## src/rtl/execute.sv

```systemverilog
// Execute unit: repeated INC/DEC on cell or pointer, OUT/IN handshakes, JZ/JNZ test.
// Optional macro EXECUTE_SAT_EN: cell INC/DEC saturate at FF/00 instead of wrapping.
module execute #(
  parameter int CNT_W = 4
) (
  input  logic             clk,
  input  logic             rst,
  input  logic             en,
  input  logic [2:0]       op,
  input  logic [CNT_W-1:0] cnt,
  input  logic [7:0]       a_in,
  input  logic [7:0]       b_in,
  output logic             busy,
  output logic             wb_en,
  output logic [1:0]       wb_op,
  output logic             wb_srcdst,
  output logic [7:0]       wb_val,
  output logic             branch_taken,
  output logic [7:0]       out_data,
  output logic             out_valid,
  input  logic             out_ack,
  input  logic [7:0]       in_data,
  input  logic             in_valid,
  output logic             in_ack
);

  // state   | meaning
  // IDLE    | waiting for en, operands not yet latched
  // EXEC    | one INC/DEC step per cycle until rem reaches zero
  // IO_WAIT | OUT waits for out_ack, IN waits for in_valid
  // DONE    | single writeback cycle (wb_en=1)
  typedef enum logic [1:0] {IDLE, EXEC, IO_WAIT, DONE} state_t;

  localparam logic [2:0] OP_INC_A = 3'b000;
  localparam logic [2:0] OP_DEC_A = 3'b001;
  localparam logic [2:0] OP_INC_B = 3'b010;
  localparam logic [2:0] OP_DEC_B = 3'b011;
  localparam logic [2:0] OP_OUT   = 3'b100;
  localparam logic [2:0] OP_IN    = 3'b101;
  localparam logic [2:0] OP_JZ    = 3'b110;

  state_t           state_q, state_d;
  logic [2:0]       op_q, op_d;
  logic [7:0]       work_q, work_d;
  logic [CNT_W-1:0] rem_q, rem_d;
  logic [7:0]       step_val;
  logic             is_inc, is_cell;

  assign is_inc  = ~op_q[0];
  assign is_cell = ~op_q[1];

  always_comb begin
    step_val = is_inc ? work_q + 8'd1 : work_q - 8'd1;
`ifdef EXECUTE_SAT_EN
    // Only the cell saturates; the pointer always wraps.
    if (is_cell && is_inc && (work_q == 8'hFF)) step_val = 8'hFF;
    if (is_cell && !is_inc && (work_q == 8'h00)) step_val = 8'h00;
`endif
  end

  always_comb begin
    state_d      = state_q;
    op_d         = op_q;
    work_d       = work_q;
    rem_d        = rem_q;
    wb_en        = 1'b0;
    wb_op        = 2'b00;
    wb_srcdst    = 1'b0;
    wb_val       = 8'h00;
    branch_taken = 1'b0;
    out_data     = 8'h00;
    out_valid    = 1'b0;
    in_ack       = 1'b0;
    unique case (state_q)
      IDLE: begin
        if (en) begin
          op_d   = op;
          work_d = (op == OP_INC_B || op == OP_DEC_B) ? b_in : a_in;
          rem_d  = op[2] ? '0 : cnt;
          if (!op[2])      state_d = EXEC;
          else if (!op[1]) state_d = IO_WAIT;
          else             state_d = DONE;
        end
      end
      EXEC: begin
        work_d = step_val;
        rem_d  = rem_q - 1'b1;
        if (rem_q == '0) state_d = DONE;
      end
      IO_WAIT: begin
        if (op_q == OP_OUT) begin
          out_valid = 1'b1;
          out_data  = work_q;
          if (out_ack) state_d = DONE;
        end else if (in_valid) begin
          in_ack  = 1'b1;
          work_d  = in_data;
          state_d = DONE;
        end
      end
      DONE: begin
        wb_en   = 1'b1;
        state_d = IDLE;
        unique case (op_q)
          OP_INC_A, OP_DEC_A, OP_IN: begin
            wb_op     = 2'b01;
            wb_srcdst = 1'b1;
            wb_val    = work_q;
          end
          OP_INC_B, OP_DEC_B: begin
            wb_op  = 2'b01;
            wb_val = work_q;
          end
          OP_JZ:   branch_taken = (work_q == 8'h00);
          3'b111:  branch_taken = (work_q != 8'h00);
          default: ;
        endcase
      end
      default: state_d = IDLE;
    endcase
  end

  assign busy = (state_q != IDLE);

  always_ff @(posedge clk) begin
    if (rst) begin
      state_q <= IDLE;
      op_q    <= '0;
      work_q  <= '0;
      rem_q   <= '0;
    end else begin
      state_q <= state_d;
      op_q    <= op_d;
      work_q  <= work_d;
      rem_q   <= rem_d;
    end
  end

endmodule

```

## config.mk

```make
export PLATFORM = sky130hd
export DESIGN_NAME = execute
export DESIGN_NICKNAME = d
export VERILOG_FILES = /design/src/rtl/execute.sv
export SDC_FILE = /design/constraint.sdc
export NUM_CORES = 1
export LEC_CHECK = 0
export CORE_MARGIN = 5
export CORE_UTILIZATION = 30
export DETAILED_ROUTE_END_ITERATION = 6
export PLACE_DENSITY = 0.63
export SYNTH_ARGS = -nofsm -noshare
export SYNTH_HDL_FRONTEND = slang
export SYNTH_SLANG_ARGS = --single-unit
```

## constraint.sdc

```tcl
create_clock -name clk -period 2.6 [get_ports clk]
set_input_delay 0.52 -clock clk [delete_from_list [all_inputs] [get_ports clk]]
set_output_delay 0.52 -clock clk [all_outputs]
set_load 0.05 [all_outputs]
```

==> reports/results.ini <==
[timing]
setup_viol = 0
skew_ns = 0.00862
layout_min_cycle_time_ns = 2.50
period_share_pct = 96.2
fin_ws_ns = 0.0998
fin_hold_ws_ns = 0.509
max_slew.worst_pin.slew_ns = 0.748
relSlewSlack_pct = 50.0
hold_viol_final = 0
rsz0062_at_grt = no
finalMaxSlewViolations = 0
final.setup.tns_ns = 0
fmax_ghz = 0.400

[clock_tree]
hold_buffers = 0
clockRootBuffer = clkbuf_8
cts.sinks = 17
clkLatencyLatePin_ns = 0.26
numCtsBuffers = 3
htree_levels = 1
cts_setup_buffers = 0
cts_tree = built
cts-resized-gates = 1
clockBufferDepth = 2
clk_pin_slew_ns = 0.08

[setup_path]
start_kind = register
crit_arrival_ns = 1.98
timing.rr.end = work_q[6]
rrSetupSlack_ns = 0.31
r2r_start = op_q[0]
worstSetupPathType = register to output pin
reg2regPathDepth = 6
cp_max_fo = 10
required_ns = 2.08
critPathCaptureType = output pin

[final_layout]
final_nets = 307
diodes = 0
drive_gt1_share_pct = 17.5
area.sequential_um2 = 340
layout_common_cells = 37 x clkdlybuf4s50_1, 21 x nand2_1, 19 x buf_12, 17 x dfxtp_1
finalCoreUtilization_pct = 48.4
layout_commonest_cell = clkdlybuf4s50_1
area_growth_pct = 55.0
multi_input_area_um2 = 1180
nFillCells = 528
finalInstanceArea_um2 = 2490

[yosys]
netlist_area_um2 = 1610
seq_area_frac_synth_pct = 21.2
synthFlopType = dfxtp_1
synth_edf_count = 0
ys_seq_elements = 17
async_flop_share_pct = 0
ys_warn_count = 0
synth_fp_nets = 253
syn_avg_cell_area_um2 = 7.87
ys_types = 48
synthCells = 204

[grt]
gr-total-overflow = 0
grt_max_degree = 19
grt_pass1_vias = 1571
grt_use_total_pct = 12.7
antenna_found_initial = 0
grt_pass1_wl_um = 7500

[place]
portBuffers = 58
hpwl_um = 3630
gp_congestion = 0.894
pre_cts_slack_ns = 0.191
placed_cell_area_um2 = 2440

[min_path]
hold_class = register to register
hold_path_depth = 2
min_to = rem_q[3]
worstHoldStart = rem_q[3]

[drt]
post_drt_wl_per_cell_um = 14.0
finalWirelength_um = 4570
via_per_inst = 5.02
vias = 1643
initialDrtViolationCount = 73
drc = 0
firstDrtPassIters = 4
postRouteAntennaNets = 0

[run]
cap_violations = 0

[die]
core_region_area_um2 = 5140
dieArea_um2 = 6910
placementRows = 26
io-pin-count = 60
start_util_pct = 31.2
dieHeight_um = 83.2
chipWidth_um = 83.2

[pwr]
max-vdd-ir-drop_mv = 0.443
leakage_nw = 1.02
power.density_nw_per_um2 = 871

[status]
status = finished clean

## flip-flops by register name, indices dropped and copies added (netlist names)
name / count
work_q: 8
rem_q: 4
op_q: 3
state_q: 2
## stage by stage
| step | power [mW] | cells |
|---|---|---|
| after floorplan | 1.53 | 204 |
| after global placement | 1.94 | 323 |
| after detailed placement | 1.96 | 323 |
| after CTS | 2.17 | 327 |
| after global routing | 2.34 | 327 |
| final | 2.17 | 327 |
## layer usage
metal | share of wire [%] | vias to the layer above | GRT usage (%)
met2 | 47 | 46 | 21.4
met5 | 0 | - | 0
met1 | 47 | 755 | 16.5
met3 | 4.5 | 6 | 1.98
met4 | 1.2 | 0 | 4.16
li1 | - | 836 | -
## how the worst max path moves through the flow
stage / slack, ns / endpoint / cells past startpoint / startpoint
after global placement: 0.25 / out_data[4] / 5 / state_q[0]
after detailed placement: 0.19 / out_data[3] / 5 / state_q[0]
after global routing: 0.01 / busy / 4 / state_q[0]
final: 0.1 / busy / 4 / state_q[0]
after floorplan: 0.16 / wb_val[0] / 3 / state_q[0]
after CTS: 0.05 / out_data[3] / 5 / state_q[0]
## synthesized netlist by cell type (2+ instances only)
library cell  count  area (µm²)
a211oi_1          4        30.0
a21boi_1          2        15.0
a21o_1            2        15.0
a21oi_1          16        80.1
a221oi_1          7        61.3
a22oi_1           2        15.0
and2_1           16         100
and3_1            2        12.5
buf_2             4        20.0
clkbuf_1          6        22.5
dfxtp_1          17         340
ha_1             12         150
inv_1             9        33.8
mux2_2            7        78.8
mux2i_1           3        30.0
nand2_1          21        78.8
nand2b_1          5        31.3
nand3_1           7        35.0
nor2_1           10        37.5
nor2b_1           3        18.8
nor3_1            6        30.0
nor3b_1           3        22.5
nor4_1            4        25.0
o211ai_1          4        30.0
o21ai_0           2        10.0
o21bai_1          2        15.0
or3_1             2        12.5
xnor2_1           3        26.3
xor2_1            4        35.0
## worst max-delay path, cell delays in order, from the launching register on
cell	delay (ns)
dfxtp_1	0.41
inv_1	0.09
ha_1	0.32
inv_1	0.11
clkdlybuf4s50_1	0.80
## power breakdown
part	internal (mW)	switching, mW	leakage, nW
Clock	0.106	0.0973	0.0255
Sequential	0.365	0.149	0.140
Combinational	0.637	0.812	0.853
Total	1.11	1.06	1.02
## logic make-up (layout without fill, tap and decap cells)
kind of cell,count (synthesis),count (layout),synth area share (%)
buf+inv,22,75,6.16
xor+xnor,7,7,3.82
flops,17,17,21.2
compound gates,48,48,20.7
other cells,1,1,0.234
simple gates,86,86,30.5
mux,10,10,6.78
fa+ha+maj,13,13,10.6
## area by class of cell
cell class | instances | area share (%)
Multi-Input combinational cell | 165 | 47.6
Clock buffer | 3 | 1.66
Clock inverter | 1 | 0.201
Timing Repair Buffer | 62 | 32.0
Inverter | 9 | 1.36
Tap cell | 70 | 3.52
Sequential cell | 17 | 13.7
Note: power is estimated with default switching activity, not from simulation.
